===== config.mk =====
export PLATFORM = sky130hd
export DESIGN_NAME = mem_access_unit
export DESIGN_NICKNAME = d
export VERILOG_FILES = /design/src/rtl/mem_access_pkg.sv /design/src/rtl/mem_access_unit_load_ext.sv /design/src/rtl/mem_access_unit.sv
export SDC_FILE = /design/constraint.sdc
export NUM_CORES = 1
export LEC_CHECK = 0
export BUFFER_PORTS_ARGS = -buffer_cell sky130_fd_sc_hd__buf_4
export CAP_MARGIN = 20
export CORE_ASPECT_RATIO = 1.1
export CORE_MARGIN = 5
export CORE_UTILIZATION = 52
export DETAILED_ROUTE_END_ITERATION = 7
export GPL_TIMING_DRIVEN = 0
export PLACE_DENSITY = 0.85
export SETUP_SLACK_MARGIN = 0.4
export SLEW_MARGIN = 20
export SYNTH_ARGS = -nofsm -noshare
export SYNTH_HDL_FRONTEND = slang
export SYNTH_SLANG_ARGS = --single-unit

===== constraint.sdc =====
create_clock -name clk -period 3.3 [get_ports clk]
set_input_delay 0.495 -clock clk [delete_from_list [all_inputs] [get_ports clk]]
set_output_delay 0.495 -clock clk [all_outputs]
set_load 0.05 [all_outputs]

===== src/rtl/mem_access_pkg.sv =====
// mem_access_pkg: shared types and constants for the memory access unit.
//   - state_e     : access sequencer states (TOUT only with MEM_TIMEOUT_EN)
//   - F3_*        : Funct3 access size/sign encodings
//   - TIMEOUT_LIMIT : REQ cycles without ack before an access is abandoned
//   - helpers     : access legality, store byte enables, store lane replication
// Optional feature macro: MEM_TIMEOUT_EN.
package mem_access_pkg;

`ifdef MEM_TIMEOUT_EN
  typedef enum logic [1:0] {
    ST_IDLE = 2'd0,
    ST_REQ  = 2'd1,
    ST_DONE = 2'd2,
    ST_TOUT = 2'd3
  } state_e;
`else
  typedef enum logic [1:0] {
    ST_IDLE = 2'd0,
    ST_REQ  = 2'd1,
    ST_DONE = 2'd2
  } state_e;
`endif

  localparam logic [2:0] F3_B  = 3'b000;
  localparam logic [2:0] F3_H  = 3'b001;
  localparam logic [2:0] F3_W  = 3'b010;
  localparam logic [2:0] F3_BU = 3'b100;
  localparam logic [2:0] F3_HU = 3'b101;

  localparam logic [7:0] TIMEOUT_LIMIT = 8'd255;

  // Legal encoding and natural alignment; unsigned variants exist only for loads.
  function automatic logic access_ok(input logic [2:0] f3, input logic [1:0] lo,
                                     input logic is_store);
    logic ok;
    case (f3)
      F3_B:    ok = 1'b1;
      F3_H:    ok = ~lo[0];
      F3_W:    ok = (lo == 2'b00);
      F3_BU:   ok = ~is_store;
      F3_HU:   ok = ~is_store & ~lo[0];
      default: ok = 1'b0;
    endcase
    return ok;
  endfunction

  // Byte lanes written by a store of the given size at the given offset.
  function automatic logic [3:0] store_be(input logic [2:0] f3, input logic [1:0] lo);
    logic [3:0] be;
    case (f3)
      F3_B:    be = 4'b0001 << lo;
      F3_H:    be = lo[1] ? 4'b1100 : 4'b0011;
      default: be = 4'b1111;
    endcase
    return be;
  endfunction

  // Store data replicated so every lane carries the low-order item.
  function automatic logic [31:0] store_lanes(input logic [2:0] f3, input logic [31:0] d);
    logic [31:0] w;
    case (f3)
      F3_B:    w = {4{d[7:0]}};
      F3_H:    w = {2{d[15:0]}};
      default: w = d;
    endcase
    return w;
  endfunction

endpackage


===== src/rtl/mem_access_unit_load_ext.sv =====
// load_ext: selects the addressed byte/halfword lane of a bus read word and
// sign- or zero-extends it according to Funct3.
//   rdata  : raw 32-bit word from the bus
//   lane   : address bits [1:0] of the load
//   funct3 : load size/sign encoding
//   data   : extended load result
module load_ext
  import mem_access_pkg::*;
(
  input  logic [31:0] rdata,
  input  logic [1:0]  lane,
  input  logic [2:0]  funct3,
  output logic [31:0] data
);

  logic [7:0]  byte_s;
  logic [15:0] half_s;

  // Pick the addressed byte and halfword out of the word.
  always_comb begin
    byte_s = rdata[7:0];
    half_s = lane[1] ? rdata[31:16] : rdata[15:0];
    case (lane)
      2'd0:    byte_s = rdata[7:0];
      2'd1:    byte_s = rdata[15:8];
      2'd2:    byte_s = rdata[23:16];
      2'd3:    byte_s = rdata[31:24];
      default: byte_s = rdata[7:0];
    endcase
  end

  // Extend the selected item to 32 bits.
  always_comb begin
    data = rdata;
    case (funct3)
      F3_B:    data = {{24{byte_s[7]}}, byte_s};
      F3_H:    data = {{16{half_s[15]}}, half_s};
      F3_BU:   data = {24'd0, byte_s};
      F3_HU:   data = {16'd0, half_s};
      F3_W:    data = rdata;
      default: data = rdata;
    endcase
  end

endmodule


===== src/rtl/mem_access_unit.sv =====
// mem_access_unit: memory-stage access sequencer between the pipeline and a
// simple req/ack bus. One access at a time: IDLE -> REQ (until ack) -> DONE.
// Ports:
//   clk, reset (async, active-low)
//   MemRead, MemWrite, Funct3, Addr, WrData : access request from the decoder
//   RdData   : extended load result, held until the next load completes or a fault
//   Stall    : combinational pipeline freeze
//   MemFault : one-cycle pulse on misaligned/unsupported access (or timeout)
//   bus_req, bus_we, bus_addr, bus_wdata, bus_be, bus_ack, bus_rdata : bus side
// Optional feature macro: MEM_TIMEOUT_EN -- abandon an access after
// TIMEOUT_LIMIT REQ cycles without ack through a one-cycle TOUT state.
module mem_access_unit
  import mem_access_pkg::*;
(
  input  logic        clk,
  input  logic        reset,
  input  logic        MemRead,
  input  logic        MemWrite,
  input  logic [2:0]  Funct3,
  input  logic [31:0] Addr,
  input  logic [31:0] WrData,
  output logic [31:0] RdData,
  output logic        Stall,
  output logic        MemFault,
  output logic        bus_req,
  output logic        bus_we,
  output logic [31:0] bus_addr,
  output logic [31:0] bus_wdata,
  output logic [3:0]  bus_be,
  input  logic        bus_ack,
  input  logic [31:0] bus_rdata
);

  state_e      state_q, state_d;
  logic        bus_req_q, bus_req_d;
  logic        bus_we_q, bus_we_d;
  logic [31:0] bus_addr_q, bus_addr_d;
  logic [31:0] bus_wdata_q, bus_wdata_d;
  logic [3:0]  bus_be_q, bus_be_d;
  logic [31:0] rd_data_q, rd_data_d;
  logic        mem_fault_q, mem_fault_d;
  logic [2:0]  f3_q, f3_d;
  logic [1:0]  lane_q, lane_d;
`ifdef MEM_TIMEOUT_EN
  logic [7:0]  cnt_q, cnt_d;
`endif

  logic        access_s;
  logic        is_store_s;
  logic        ok_s;
  logic [31:0] ext_data_s;

  // Both strobes together are a store.
  assign access_s   = MemRead | MemWrite;
  assign is_store_s = MemWrite;
  assign ok_s       = access_ok(Funct3, Addr[1:0], is_store_s);

  load_ext u_load_ext (
    .rdata  (bus_rdata),
    .lane   (lane_q),
    .funct3 (f3_q),
    .data   (ext_data_s)
  );

  // Freeze while a legal access is being accepted or is on the bus.
  assign Stall = (state_q == ST_REQ) ||
                 ((state_q == ST_IDLE) && access_s && ok_s);

  // Next-state and next-output logic of the access sequencer.
  always_comb begin
    state_d     = state_q;
    bus_req_d   = bus_req_q;
    bus_we_d    = bus_we_q;
    bus_addr_d  = bus_addr_q;
    bus_wdata_d = bus_wdata_q;
    bus_be_d    = bus_be_q;
    rd_data_d   = rd_data_q;
    mem_fault_d = 1'b0;
    f3_d        = f3_q;
    lane_d      = lane_q;
`ifdef MEM_TIMEOUT_EN
    cnt_d       = cnt_q;
`endif
    case (state_q)
      ST_IDLE: begin
        if (access_s && ok_s) begin
          state_d     = ST_REQ;
          bus_req_d   = 1'b1;
          bus_we_d    = is_store_s;
          bus_addr_d  = {Addr[31:2], 2'b00};
          bus_wdata_d = store_lanes(Funct3, WrData);
          // Loads fetch the whole word; the lane is picked on return.
          bus_be_d    = is_store_s ? store_be(Funct3, Addr[1:0]) : 4'b1111;
          f3_d        = Funct3;
          lane_d      = Addr[1:0];
`ifdef MEM_TIMEOUT_EN
          cnt_d       = 8'd0;
`endif
        end else if (access_s) begin
          // Illegal access: no bus cycle, just report it.
          mem_fault_d = 1'b1;
          rd_data_d   = 32'd0;
        end else begin
          state_d = ST_IDLE;
        end
      end
      ST_REQ: begin
        if (bus_ack) begin
          state_d   = ST_DONE;
          bus_req_d = 1'b0;
          if (!bus_we_q) begin
            rd_data_d = ext_data_s;
          end else begin
            rd_data_d = rd_data_q;
          end
        end else begin
`ifdef MEM_TIMEOUT_EN
          // cnt_q counts completed wait cycles; this one is the last allowed.
          if (cnt_q == (TIMEOUT_LIMIT - 8'd1)) begin
            state_d     = ST_TOUT;
            bus_req_d   = 1'b0;
            mem_fault_d = 1'b1;
            rd_data_d   = 32'd0;
          end else begin
            cnt_d = cnt_q + 8'd1;
          end
`else
          state_d = ST_REQ;
`endif
        end
      end
      ST_DONE: begin
        state_d = ST_IDLE;
      end
`ifdef MEM_TIMEOUT_EN
      ST_TOUT: begin
        state_d = ST_IDLE;
      end
`endif
      default: begin
        state_d   = ST_IDLE;
        bus_req_d = 1'b0;
      end
    endcase
  end

  // State and output registers; reset abandons any in-flight access.
  always_ff @(posedge clk or negedge reset) begin
    if (!reset) begin
      state_q     <= ST_IDLE;
      bus_req_q   <= 1'b0;
      bus_we_q    <= 1'b0;
      bus_addr_q  <= 32'd0;
      bus_wdata_q <= 32'd0;
      bus_be_q    <= 4'd0;
      rd_data_q   <= 32'd0;
      mem_fault_q <= 1'b0;
      f3_q        <= 3'd0;
      lane_q      <= 2'd0;
`ifdef MEM_TIMEOUT_EN
      cnt_q       <= 8'd0;
`endif
    end else begin
      state_q     <= state_d;
      bus_req_q   <= bus_req_d;
      bus_we_q    <= bus_we_d;
      bus_addr_q  <= bus_addr_d;
      bus_wdata_q <= bus_wdata_d;
      bus_be_q    <= bus_be_d;
      rd_data_q   <= rd_data_d;
      mem_fault_q <= mem_fault_d;
      f3_q        <= f3_d;
      lane_q      <= lane_d;
`ifdef MEM_TIMEOUT_EN
      cnt_q       <= cnt_d;
`endif
    end
  end

  assign bus_req   = bus_req_q;
  assign bus_we    = bus_we_q;
  assign bus_addr  = bus_addr_q;
  assign bus_wdata = bus_wdata_q;
  assign bus_be    = bus_be_q;
  assign RdData    = rd_data_q;
  assign MemFault  = mem_fault_q;

endmodule


=== After elaboration in Yosys (flattened, before gate mapping) ===
Index checks and enable logic that the tools add are counted.

* Output and inout port bits: 104
* Input port bits: 104
* Word-level logic and storage cells: 70
* Flip-flop bits (word level): 108

* Bitwise operators: 5
* Eq/ne operators: 18
* Reductions and logical operators: 13
* Mux-type cells: 23
* Shift-type cells: 1

{| class="wikitable"
|+ Operators with widths
! cell !! number
|-
| 32-bit 2-to-1 mux || 4
|-
| 32-bit one-hot mux with 2 select lines || 2
|-
| 32-bit one-hot mux with 4 select lines || 1
|-
| 8-bit one-hot mux with 4 select lines || 1
|-
| 16-bit 2-to-1 mux || 1
|-
| 3-bit == test, second input constant || 4
|-
| 4-bit 2-to-1 mux || 2
|-
| 2-bit inequality test, second input constant || 4
|-
| 4-bit one-hot mux with 2 select lines || 1
|-
| 2-bit == test, second input constant || 3
|-
| 3-bit by 1-bit == test with 1-bit output, second input constant || 2
|-
| 2-bit logical NOT || 3
|-
| 3-bit logical NOT || 2
|-
| 2-bit 2-to-1 mux || 3
|-
| 1-bit 2-to-1 mux || 5
|-
| 1-bit one-hot mux with 5 select lines || 1
|-
| 5-bit AND reduction || 1
|-
| 2-bit by 1-bit == test with 1-bit output, second input constant || 2
|-
| 2-bit one-hot mux with 2 select lines || 1
|-
| 1-bit by 2-bit << shifter with 4-bit output, first input constant || 1
|-
| 3-bit by 2-bit == test with 1-bit output, second input constant || 1
|-
| 1-bit logical AND || 3
|-
| 3-bit by 2-bit inequality test with 1-bit output, second input constant || 1
|-
| 1-bit NOT || 3
|-
| other kinds (8) || 8
|}

=== Longest topological paths before layout ===
Gate-level depths: netlist of the first run.

* Word-level depth: 6
* Depth in mapped cells: 7
* Mapped depth without buffers: 4

=== Cells and area by module ===
Synthesis of the first run repeated with hierarchy kept, for this count alone.

* Cells, all modules: 483
* Area, all modules: 5388.9 um2

{| class="wikitable"
|+ Modules (own cells, without submodules)
! module !! area an instance (um2) !! times used !! cells an instance
|-
| mem_access_unit || 4739.5 || 1 || 373
|-
| load_ext || 649.4 || 1 || 110
|}

=== Worst setup path after synthesis of the first run ===
No wires, ideal clock.

* Path kind: input to output
* Start: input port Funct3[0]
* End: output port Stall
* Data required time: 2.805 ns
* Setup slack: 0.812 ns
* Arrival time: 1.993 ns
* Stages on the path: 4
* Cell sequence: buf_6 -> nor4_2 -> o22ai_1 -> a21oi_1

* Cells in the longest elaborated chain, start to end: 4
* Elaborated cells on any way between the ends: 8

{| class="wikitable"
|+ RTL lines
! item !! line !! text
|-
| from (decl) || mem_access_unit.sv:19 || <nowiki>input logic [2:0] Funct3,</nowiki>
|-
| 3-bit == test (tied with other cells) || mem_access_pkg.sv:36 || <nowiki>case (f3)</nowiki>
|-
| 1-bit one-hot mux with 5 select lines (*) || mem_access_pkg.sv:36 ||
|-
| 1-bit logical AND (*) || mem_access_unit.sv:67 || <nowiki>((state_q == ST_IDLE) && access_s && ok_s);</nowiki>
|-
| 1-bit logical OR (*) || mem_access_unit.sv:66 || <nowiki>assign Stall = (state_q == ST_REQ) ||</nowiki>
|-
| to (decl) || mem_access_unit.sv:23 || <nowiki>output logic Stall,</nowiki>
|}

Mark *: on every way between the ends. The rest lies on a longest branch, timed or not.

=== Worst setup path in the final report of the first run ===
* Start: register state_q[1]
* End: register rd_data_q[2] (netlist: RdData[2])

* Cells in the longest elaborated chain, start to end: 3
* Elaborated cells on any way between the ends: 9

{| class="wikitable"
|+ RTL lines
! item !! line !! text
|-
| from (decl) || mem_access_unit.sv:34 || <nowiki>state_e state_q, state_d;</nowiki>
|-
| from (signal assigned) || mem_access_unit.sv:164 || <nowiki>state_q <= state_d;</nowiki>
|-
| 2-bit by 1-bit == test with 1-bit output / 2-bit logical NOT (equally long branches) || mem_access_unit.sv:84 || <nowiki>case (state_q)</nowiki>
|-
| 2-bit inequality test (no line) / 2-bit nonzero test (equally long branches) || - ||
|-
| 5-bit AND reduction (no line) || - ||
|-
| to (signal assigned) || mem_access_unit.sv:170 || <nowiki>rd_data_q <= rd_data_d;</nowiki>
|-
| to (decl) || mem_access_unit.sv:40 || <nowiki>logic [31:0] rd_data_q, rd_data_d;</nowiki>
|}

Parallel ways exist; a longest one is shown, timed or not.
A chain may end at the register's enable or synchronous reset.

==> results.md, run 1 <==
* Global-route total usage across every layer at 24.4%
* Filler-free cell count of the finished design at 779
* Post-CTS sizing at 0
* Worst min-delay path category: in2async
* Clock latency at the later pin of the worst-skew pair at 0.36 ns
* Run status: complete, no violations
* Max clock buf depth at 2
* Final hold violation count at 0
* Ant. Diodes at 0
* Layout cells sized above 1 at 44.9%
* Final-layout worst hold slack at 0.263 ns
* Endpoint kind of the worst setup timing path: flip-flop
* Ratio of total power to cell area at 925 mW/mm^2
* Iteration-0 DRC Markers at 185
* Synthesized flop and latch total at 108
* Number of global-route vias before repair at 4,644
* Cell at the root of the clock tree: sky130_fd_sc_hd__clkbuf_8
* Critical path peak fanout at 10
* Routed wire length at 14.6 mm
* Number of nets in the layout at 759
* Final ANT Viol Nets at 0
* Dominant register cell in the synthesized netlist: sky130_fd_sc_hd__dfrtp_1
* Cell area after synthesis at 0.00517 sq mm
* Cts hold-fix bufs at 0
* Most common library cell in the layout ignoring fill and taps: sky130_fd_sc_hd__buf_4
* CTS tree: yes
* Core outline area at 0.00979 sq mm
* GRT met1 Usage at 28.5%
* Sort of element at the start of the critical path: flip-flop
* Clock buffer count from CTS at 9
* Unrepaired setup endpoints after global routing: false
* Relative contribution of combinational cells to total power at 56.9%
* Final clock period utilization by the worst path at 70.1%
* Area growth syn-to-layout at 35.7%
* Worst reg2reg setup slack at 0.99 ns
* Peak Freq at 432 MHz
* Post-Route Utilization at 71.7%
* Die height at 115 um
* Sequential cell fraction of total power at 32.3%
* Proportion of synthesized flip-flops having asynchronous set or reset at 100%
* Number of optimization iterations in the first detailed-route pass at 4
* Detailed-route DRC error count at 0
* Wire length of the first global-routing pass at 23.5 mm
* Largest net degree at the start of global routing at 109
* Final worst path period need at 2.31 ns
* Number of port buffers at 204
* Highest-count cells in the layout ignoring fill and taps: sky130_fd_sc_hd__buf_4 (207), sky130_fd_sc_hd__dfrtp_1 (108), sky130_fd_sc_hd__nand2_1 (56), sky130_fd_sc_hd__o21ai_0 (46), sky130_fd_sc_hd__mux2_4 (40)
* Static leakage power at 0.00343 uW
* Worst Tran Pin Value at 1.05 ns
* DIE AREA at 0.0120 sq mm
* Instance count of the mapped netlist at 439
* Final Slew Violations at 0
* Switching power at 3170 uW
* Global routing usage on met2 at 41.9%
* Total via count after detailed routing at 4,295
* Final setup violation count at 0
* Sequential share of the synthesized area at 52.2%
* Reg-to-Reg End: RdData[2]$_DFFE_PN0P_
* Number of fillers in the final layout at 725
* Grt ovf at 0
* Data arrival time of the worst path at 2.56 ns
* Highest-utilization routing layer at the global route stage: met2
* Number of flops mapped to enable cells by yosys at 0
* IR Drop Worst-Case VDD at 0.584 mV
* Synth unique cells at 36
* Max capacitance violation total at 0
* Std-Cell Rows at 38
* Max H-tree Level at 3
* Final weighted congestion in routability-driven placement at 0.888
* Ratio of routed vias to standard cells at 5.51
* Synth warn at 0
* Number of clock sinks at 108
* Clock power share at 10.8%
* Worst path required time at 3.54 ns
* Die width at 105 um
* Fraction of power spent switching nets at 48.8%
* I/O Pins at 208
* FF-to-FF path depth at 5
* Internal cell power at 3330 uW
* Post-Syn Area per Cell at 11.8 sq um
* Critical setup path kind: reg2reg
* Clk pin slew, worst setup/hold paths at 0.10 ns
* Initial antenna violation count at 0
* Slew HR at 29.6%
* HPWL after detailed placement at 11.3 mm
* Setup bufs post-CTS at 0
* Initial core utilization at 52.8%
* Aggregate negative setup slack at 0 ns
* Skew final at 0.00900 ns
* Global routing met3 resource utilization at 8.52%
* Cell count after placement at 764
* Startpoint of the lowest-slack register-to-register path: state_q[1]$_DFFE_PN0P_
* Detailed-route wire length per cell at 18.8 um
## registers in the layout (all words and copies together) (netlist names)
register and count:
MemFault 1, lane_q 2, f3_q 3, bus_addr 30, bus_be 4, state_q 2
bus_req 1, bus_wdata 32, RdData 32, bus_we 1
## worst max-delay path by stage
stage / from / slack [ns] / cells past startpoint / endpoint
5_1_grt: state_q[1]$_DFFE_PN0P_ / 0.78 / 5 / RdData[26]$_DFFE_PN0P_
2_1_floorplan: Funct3[0] / 0.81 / 4 / Stall
6_report: state_q[1]$_DFFE_PN0P_ / 0.99 / 5 / RdData[2]$_DFFE_PN0P_
3_3_place_gp: Funct3[1] / 1.08 / 5 / bus_be[3]$_DFFE_PN0P_
4_1_cts: state_q[1]$_DFFE_PN0P_ / 1.03 / 5 / RdData[2]$_DFFE_PN0P_
3_5_place_dp: Funct3[1] / 1.04 / 5 / bus_be[3]$_DFFE_PN0P_
## power groups by stage
stage	Sequential (uW)	Clock, uW	Combinational [uW]
finish	2100	703	3700
global route	2160	775	3880
CTS	2090	721	3720
detailed placement	2100	0	3720
global placement	2080	0	3650
floorplan	3640	0	985
## kinds of logic (layout without fill, tap and decap cells)
logic type	Yosys count	count (layout)	share of synthesized area (%)
other	1	2	0.0725
and+or+nand+nor	96	96	8.66
muxes	93	93	22.3
buffers and inverters	37	256	3.92
DFF	108	108	52.2
AOI/OAI and AO/OA	104	104	12.8
## per-layer routing
metal	vias to the layer above	wire, um
li1	1992	-
met5	-	0
met1	2085	5440
met4	0	320
met3	26	1440
met2	192	7430
## synthesized netlist by cell type, types with 2 or more instances
cell	instances	share of area (%)
sky130_fd_sc_hd__a21oi_1	11	1.1
sky130_fd_sc_hd__a31oi_1	17	2.1
sky130_fd_sc_hd__a32o_1	2	0.39
sky130_fd_sc_hd__buf_1	3	0.22
sky130_fd_sc_hd__buf_2	3	0.29
sky130_fd_sc_hd__buf_4	4	0.58
sky130_fd_sc_hd__buf_6	6	1.3
sky130_fd_sc_hd__clkbuf_1	16	1.2
sky130_fd_sc_hd__dfrtp_1	108	52
sky130_fd_sc_hd__inv_1	5	0.36
sky130_fd_sc_hd__mux2_2	20	4.4
sky130_fd_sc_hd__mux2_4	40	12
sky130_fd_sc_hd__mux2i_1	33	6.4
sky130_fd_sc_hd__nand2_1	56	4.1
sky130_fd_sc_hd__nand2b_1	5	0.60
sky130_fd_sc_hd__nor2_1	9	0.65
sky130_fd_sc_hd__nor2b_1	4	0.48
sky130_fd_sc_hd__nor3_1	16	1.5
sky130_fd_sc_hd__o21a_1	7	1.0
sky130_fd_sc_hd__o21ai_0	46	4.4
sky130_fd_sc_hd__o221ai_1	2	0.34
sky130_fd_sc_hd__o2bb2ai_1	12	2.0
## stage by stage
step	total power [uW]	setup slack (ns)	cell area, sq um
after floorplan	4620	0.812	5180
after global placement	5740	1.08	6860
after detailed placement	5820	1.04	6860
after CTS	6530	1.03	7020
after global routing	6810	0.781	7020
final	6500	0.987	7020
## worst max-delay path: stages (launching register included)
cell	delay, ns
sky130_fd_sc_hd__dfrtp_1	0.43
sky130_fd_sc_hd__nand2b_1	0.21
sky130_fd_sc_hd__nor3b_1	0.87
sky130_fd_sc_hd__nor2_1	0.26
sky130_fd_sc_hd__buf_2	0.27
sky130_fd_sc_hd__o2bb2ai_1	0.15
## area by class of cell
| class | count | area [sq um] | area share (%) |
|---|---|---|---|
| flip-flops and latches | 108 | 2700 | 38.5 |
| clock buffers | 11 | 131 | 1.87 |
| well taps | 120 | 150 | 2.14 |
| clock inverters | 4 | 27.5 | 0.392 |
| plain buffers | 32 | 184 | 2.62 |
| multi-input cells | 295 | 2270 | 32.4 |
| repair buffers | 204 | 1540 | 21.9 |
| inverters | 5 | 18.8 | 0.267 |
Power figures use the tool's default switching activity.
==> inputs of run 2 (changes only) <==
--- a/config.mk
+++ b/config.mk
@@ -9,10 +9,10 @@
 export CAP_MARGIN = 20
 export CORE_ASPECT_RATIO = 1.1
 export CORE_MARGIN = 5
-export CORE_UTILIZATION = 52
+export CORE_UTILIZATION = 49
 export DETAILED_ROUTE_END_ITERATION = 7
 export GPL_TIMING_DRIVEN = 0
-export PLACE_DENSITY = 0.85
+export PLACE_DENSITY = 0.81
 export SETUP_SLACK_MARGIN = 0.4
 export SLEW_MARGIN = 20
 export SYNTH_ARGS = -nofsm -noshare
==> constraint.sdc (replaced) <==
create_clock -name clk -period 2.2 [get_ports clk]
set_input_delay 0.33 -clock clk [delete_from_list [all_inputs] [get_ports clk]]
set_output_delay 0.33 -clock clk [all_outputs]
set_load 0.05 [all_outputs]
==> results.md, run 2 (synthesized netlist as in run 1, its figures left out) <==
* Area growth syn-to-layout at 41.5%
* Critical setup path kind: reg2reg
* Final ANT Viol Nets at 0
* Initial antenna violation count at 0
* Critical path peak fanout at 9
* Area of all placed cells without fillers at 0.00732 sq mm
* Largest net degree at the start of global routing at 109
* Slew HR at 36.0%
* Ratio of routed vias to standard cells at 5.31
* Number of nets in the layout at 768
* I/O Pins at 208
* Number of optimization iterations in the first detailed-route pass at 5
* Endpoint kind of the worst setup timing path: flip-flop
* IR Drop Worst-Case VDD at 0.983 mV
* Ant. Diodes at 0
* Routed wire length at 14.9 mm
* Detailed-route DRC error count at 0
* Final clock period utilization by the worst path at 77.7%
* Worst min-delay path category: in2async
* Final Power at 10,400 uW
* Critical-path top delay cell: sky130_fd_sc_hd__dfrtp_2
* Worst reg2reg setup slack at 0.49 ns
* Global-route total usage across every layer at 23.6%
* DIE AREA at 0.0127 sq mm
* Iteration-0 DRC Markers at 197
* Detailed-route wire length per cell at 18.3 um
* Number of fillers in the final layout at 763
* Worst Tran Pin Value at 0.960 ns
* Number of clock sinks at 108
* Cell at the root of the clock tree: sky130_fd_sc_hd__clkbuf_16
* Die height at 118 um
* Post-Route Utilization at 70.8%
* Peak Freq at 585 MHz
* Sort of element at the start of the critical path: flip-flop
* Data arrival time of the worst path at 1.94 ns
* Clock buffer count from CTS at 9
* Static leakage power at 0.00358 uW
* Run status: complete, no violations
* Worst setup path startpoint: state_q[1]$_DFFE_PN0P_
* Final weighted congestion in routability-driven placement at 0.856
* Startpoint of the lowest-slack register-to-register path: state_q[1]$_DFFE_PN0P_
* Cell Chain, Critical Path: nor2_2 > nor4b_4 > nand2b_1 > buf_4 > mux2_2
* Number of port buffers at 204
* Grt ovf at 0
* Total via count after detailed routing at 4,314
* Unrepaired setup endpoints after global routing: true
* Initial core utilization at 50.0%
* Die width at 108 um
* Skew final at 0.0103 ns
* Final-layout worst hold slack at 0.120 ns
* Ratio of total power to cell area at 1410 mW/mm^2
* CTS tree: yes
* Layout cells sized above 1 at 48.1%
* Final setup violation count at 0
* Clk pin slew, worst setup/hold paths at 0.07 ns
* Slowest cell delay on critical path at 0.46 ns
* Most common library cell in the layout ignoring fill and taps: sky130_fd_sc_hd__buf_4
* Max capacitance violation total at 0
* HPWL after detailed placement at 11.5 mm
* Highest-count cells in the layout ignoring fill and taps: sky130_fd_sc_hd__buf_4 (216), sky130_fd_sc_hd__dfrtp_1 (107), sky130_fd_sc_hd__nand2_1 (56), sky130_fd_sc_hd__o21ai_0 (46), sky130_fd_sc_hd__mux2_4 (40)
* Max clock buf depth at 2
* Max H-tree Level at 3
* Number of global-route vias before repair at 4,544
* Core outline area at 0.0103 sq mm
* Placed inst area at 0.00691 sq mm
* Clock latency at the later pin of the worst-skew pair at 0.35 ns
* Final Slew Violations at 0
* Final hold violation count at 0
* Final worst path period need at 1.71 ns
* Wire length of the first global-routing pass at 23.8 mm
* Std-Cell Rows at 39
* Worst path required time at 2.43 ns
-- run 2: worst paths after layout --
kind	end	depth (start not counted)
worst min-delay path	bus_addr[28]$_DFFE_PN0P_	1
worst max-delay path	RdData[7]$_DFFE_PN0P_	5
max in group asynchronous	state_q[1]$_DFFE_PN0P_	1
worst max register to register	RdData[7]$_DFFE_PN0P_	5
worst min register to register	bus_be[3]$_DFFE_PN0P_	1
min in group clk	bus_addr[9]$_DFFE_PN0P_	2
-- run 2: area by class of cell --
type	count	area (sq um)	area share, %
Sequential cell	108	2700	36.9
Tap cell	143	179	2.44
Clock inverter	6	65.1	0.889
Clock buffer	10	229	3.13
Inverter	5	18.8	0.256
Buffer	32	195	2.67
Timing Repair Buffer	213	1600	21.9
Multi-Input combinational cell	295	2330	31.8
-- run 2: report_power, final --
part           total, uW  internal, uW  switching (uW)
logic               5590          1950            3640
registers           3150          2690             464
clock network       1610           884             729
-- run 2: what timing repair did --
| action | in CTS | in global routing |
|---|---|---|
| buffers inserted | 4 | 5 |
| endpoints found under the setup margin | 33 | 39 |
| hold buffers | 0 | 0 |
| pin swaps | 2 | 3 |
| resized for setup | 10 | 8 |
-- run 2: through the flow --
step	setup TNS (ns)	setup slack, ns	instances
after floorplan	0	0.436	440
after global placement	-0.592	-0.0602	787
after detailed placement	-1.11	-0.0961	787
after CTS	0	0.410	807
after global routing	0	0.356	812
final	0	0.491	812
-- run 2: worst max-delay path: cells and delay by family, from the launching register on --
kind	cells	cell delay (ns)
buffers and inverters	1	0.16
flip-flops	1	0.46
AND/OR/NAND/NOR	3	0.64
multiplexers	1	0.34
-- run 2: per-layer routing --
| metal | up-vias | wire length [um] | track usage [%] |
|---|---|---|---|
| li1 | 2018 | - | - |
| met1 | 2083 | 5690 | 28.6 |
| met2 | 194 | 7490 | 40.0 |
| met3 | 19 | 1420 | 7.57 |
| met4 | 0 | 272 | 6.95 |
| met5 | - | 0 | 0 |
==> inputs of run 3 (changes only) <==
--- a/config.mk
+++ b/config.mk
@@ -5,6 +5,7 @@
 export SDC_FILE = /design/constraint.sdc
 export NUM_CORES = 1
 export LEC_CHECK = 0
+export ABC_AREA = 1
 export BUFFER_PORTS_ARGS = -buffer_cell sky130_fd_sc_hd__buf_4
 export CAP_MARGIN = 20
 export CORE_ASPECT_RATIO = 1.1
@@ -12,7 +13,7 @@
 export CORE_UTILIZATION = 49
 export DETAILED_ROUTE_END_ITERATION = 7
 export GPL_TIMING_DRIVEN = 0
-export PLACE_DENSITY = 0.81
+export PLACE_DENSITY = 0.8
 export SETUP_SLACK_MARGIN = 0.4
 export SLEW_MARGIN = 20
 export SYNTH_ARGS = -nofsm -noshare
==> constraint.sdc (replaced) <==
create_clock -name clk -period 1.6 [get_ports clk]
set_input_delay 0.24 -clock clk [delete_from_list [all_inputs] [get_ports clk]]
set_output_delay 0.24 -clock clk [all_outputs]
set_load 0.05 [all_outputs]
==> results.md, run 3 <==
* Slew HR at 32.9%
* Bufs and invs on worst path at 6
* Clock buffer count from CTS at 9
* Critical setup path kind: reg2reg
* Iteration-0 DRC Markers at 439
* Most common library cell in the layout ignoring fill and taps: sky130_fd_sc_hd__nand2_1
* Ant. Diodes at 0
* Aggregate negative setup slack at -5.96 ns
* Final worst path period need at 1.79 ns
* Initial antenna violation count at 0
* Max H-tree Level at 3
* Main area contributors after synthesis: sky130_fd_sc_hd__dfrtp_1 (51%), sky130_fd_sc_hd__nand2_1 (22%), sky130_fd_sc_hd__o21ai_0 (5.0%), sky130_fd_sc_hd__nor2_1 (4.4%), sky130_fd_sc_hd__inv_1 (2.8%)
* Critical path peak fanout at 6
* Final-layout worst hold slack at -0.0137 ns
* Library cell with the highest instance count after synthesis: sky130_fd_sc_hd__nand2_1
* Unrepaired setup endpoints after global routing: true
* Cell type group with the largest total delay on the critical path: buffers and inverters
* Skew final at 0.00685 ns
* Number of port buffers at 205
* Clock latency at the later pin of the worst-skew pair at 0.36 ns
* Instance count of the mapped netlist at 704
* Static leakage power at 0.00471 uW
* Final clock period utilization by the worst path at 112%
* Violated checks: hold timing, setup timing
* Largest area contributor in the synthesized netlist: sky130_fd_sc_hd__dfrtp_1
* Worst Tran Pin Value at 1.01 ns
* Synth unique cells at 30
* Final Slew Violations at 0
* Grt ovf at 0
* Number of flops mapped to enable cells by yosys at 0
* Proportion of synthesized flip-flops having asynchronous set or reset at 100%
* Sequential cell fraction of total power at 27.7%
* Cell area after synthesis at 0.00528 sq mm
* Number of clock sinks at 108
* Wire length of the first global-routing pass at 28.1 mm
* Clock power share at 16.3%
* Sequential share of the synthesized area at 51.2%
* Share of Yosys cell area claimed by the top area cell type at 51.2%
* Die width at 109 um
* Number of optimization iterations in the first detailed-route pass at 8
* Slowest cell delay on critical path at 0.40 ns
* Post-Syn Area per Cell at 7.49 sq um
* Detailed-route DRC error count at 0
* Peak Freq at 558 MHz
* Switching power at 7520 uW
* Most used standard cells in the synthesized netlist: sky130_fd_sc_hd__nand2_1 (312), sky130_fd_sc_hd__dfrtp_1 (108), sky130_fd_sc_hd__nor2_1 (62)
* Final hold violation count at 10
* Number of global-route vias before repair at 5,729
* Cell at the root of the clock tree: sky130_fd_sc_hd__clkbuf_16
* CTS tree: yes
* HPWL after detailed placement at 13.4 mm
* Ratio of routed vias to standard cells at 5.45
* Highest-count cells in the layout ignoring fill and taps: sky130_fd_sc_hd__nand2_1 (230), sky130_fd_sc_hd__buf_4 (182), sky130_fd_sc_hd__dfrtp_1 (107), sky130_fd_sc_hd__nand2_2 (61), sky130_fd_sc_hd__nor2_1 (60)
* Final ANT Viol Nets at 0
* Internal cell power at 8210 uW
* Worst min-delay path category: in2async
* Core outline area at 0.0104 sq mm
* Routed wire length at 21.6 mm
* Std-Cell Rows at 39
* Endpoint kind of the worst setup timing path: flip-flop
* Global-route total usage across every layer at 27.7%
* DIE AREA at 0.0129 sq mm
* Relative contribution of combinational cells to total power at 56.0%
* Max clock buf depth at 2
* Final weighted congestion in routability-driven placement at 0.936
* Cell mode on critical path: sky130_fd_sc_hd__buf_8
* Detailed-route wire length per cell at 19.4 um
* Synthesized flop and latch total at 108
* Max capacitance violation total at 0
* Fraction of power spent switching nets at 47.8%
* Total via count after detailed routing at 6,066
* Run status: complete, but fails checks
* Die height at 119 um
* Final setup violation count at 83
* Clk pin slew, worst setup/hold paths at 0.08 ns
* Synth warn at 0
* Area growth syn-to-layout at 69.0%
* I/O Pins at 208
* Largest net degree at the start of global routing at 109
* Worst path required time at 1.84 ns
* Sort of element at the start of the critical path: flip-flop
* Dominant register cell in the synthesized netlist: sky130_fd_sc_hd__dfrtp_1
* Number of nets in the layout at 1,070
* Crit path setup slack, layout at -0.193 ns
* Final Power at 15,700 uW
* Initial core utilization at 50.5%
* IR Drop Worst-Case VDD at 1.41 mV
* Critical-path top delay cell: sky130_fd_sc_hd__dfrtp_1
* Ratio of total power to cell area at 1760 mW/mm^2
* Cell Chain, Critical Path: buf_4 > inv_4 > nand2_4 > buf_8 > buf_8 > o21ai_4 > nand3_4 > buf_12 > clkbuf_16 > nand2_1 > o21ai_1
* Data arrival time of the worst path at 2.04 ns
* Layout cells sized above 1 at 44.6%
[run 3: cell count changes after synthesis, moves of 18 or more]
cell,before,now
sky130_fd_sc_hd__nand2_1,56,312
sky130_fd_sc_hd__nor2_1,9,62
sky130_fd_sc_hd__mux2_4,40,0
sky130_fd_sc_hd__inv_1,5,40
sky130_fd_sc_hd__mux2i_1,33,0
sky130_fd_sc_hd__o21ai_1,0,21
sky130_fd_sc_hd__mux2_2,20,0
sky130_fd_sc_hd__buf_2,3,21
[run 3: what timing repair did]
item | CTS | global route
pin swaps | 9 | 28
hold buffers | 0 | 0
setup endpoints to repair | 116 | 149
endpoints found under the hold margin | 0 | 0
gates resized for setup | 60 | 212
setup buffers | 12 | 21
cloned | 2 | 10
[run 3: power by group through the flow]
stage | Sequential (uW) | Clock (uW) | Combinational [uW]
3_3_place_gp | 4100 | 0 | 7060
5_1_grt | 4430 | 2670 | 9240
3_5_place_dp | 4120 | 0 | 7130
6_report | 4360 | 2570 | 8800
4_1_cts | 4120 | 2550 | 7530
2_1_floorplan | 6890 | 0 | 2020
[run 3: cell type report]
| class | instances | area [sq um] |
|---|---|---|
| clock buffers | 9 | 225 |
| clock inverters | 7 | 114 |
| repair buffers | 250 | 2390 |
| flip-flops and latches | 108 | 2700 |
| multi-input cells | 513 | 2650 |
| plain buffers | 39 | 453 |
| well taps | 143 | 179 |
| fillers | 587 | 1530 |
| inverters | 45 | 194 |
[run 3: worst paths after layout]
| check | startpoint | to | slack [ns] | cells past startpoint |
|---|---|---|---|---|
| setup / recovery | state_q[1]$_DFFE_PN0P_ | RdData[7]$_DFFE_PN0P_ | -0.19 | 11 |
| min in group clk | Addr[16] | bus_addr[16]$_DFFE_PN0P_ | 0.07 | 3 |
| max in group asynchronous | reset | bus_we$_DFFE_PN0P_ | 0.87 | 1 |
| setup reg to reg | state_q[1]$_DFFE_PN0P_ | RdData[7]$_DFFE_PN0P_ | -0.19 | 11 |
| hold reg to reg | RdData[5]$_DFFE_PN0P_ | RdData[5]$_DFFE_PN0P_ | 0.49 | 2 |
| hold / removal | reset | RdData[8]$_DFFE_PN0P_ | -0.01 | 1 |
[run 3: per-stage QoR]
| step | area (sq um) | util (%) | worst slack (ns) | instances |
|---|---|---|---|---|
| floorplan | 5390 | - | 0.191 | 705 |
| global placement | 7100 | 68.0 | -0.117 | 1053 |
| detailed placement | 7110 | 68.1 | -0.137 | 1053 |
| CTS | 7790 | 74.6 | -0.187 | 1083 |
| global route | 8910 | 85.3 | -0.248 | 1114 |
| finish | 8910 | 85.3 | -0.193 | 1114 |
[run 3: metal layers]
| metal | up-vias | part of all wire [%] | global-route usage [%] |
|---|---|---|---|
| li1 | 2724 | - | - |
| met2 | 391 | 51 | 46.6 |
| met5 | - | 0 | 0 |
| met4 | 0 | 4.5 | 13.7 |
| met1 | 2865 | 35 | 32.5 |
| met3 | 86 | 9.5 | 6.93 |
[run 3: cells by family (layout without fill, tap and decap cells)]
| kind of cell | after synthesis | after routing | share of synthesized area, % |
|---|---|---|---|
| flops | 108 | 108 | 51.2 |
| buf+inv | 84 | 350 | 7.59 |
| simple gates | 406 | 406 | 30.4 |
| other cells | 1 | 2 | 0.0711 |
| compound gates | 105 | 105 | 10.7 |
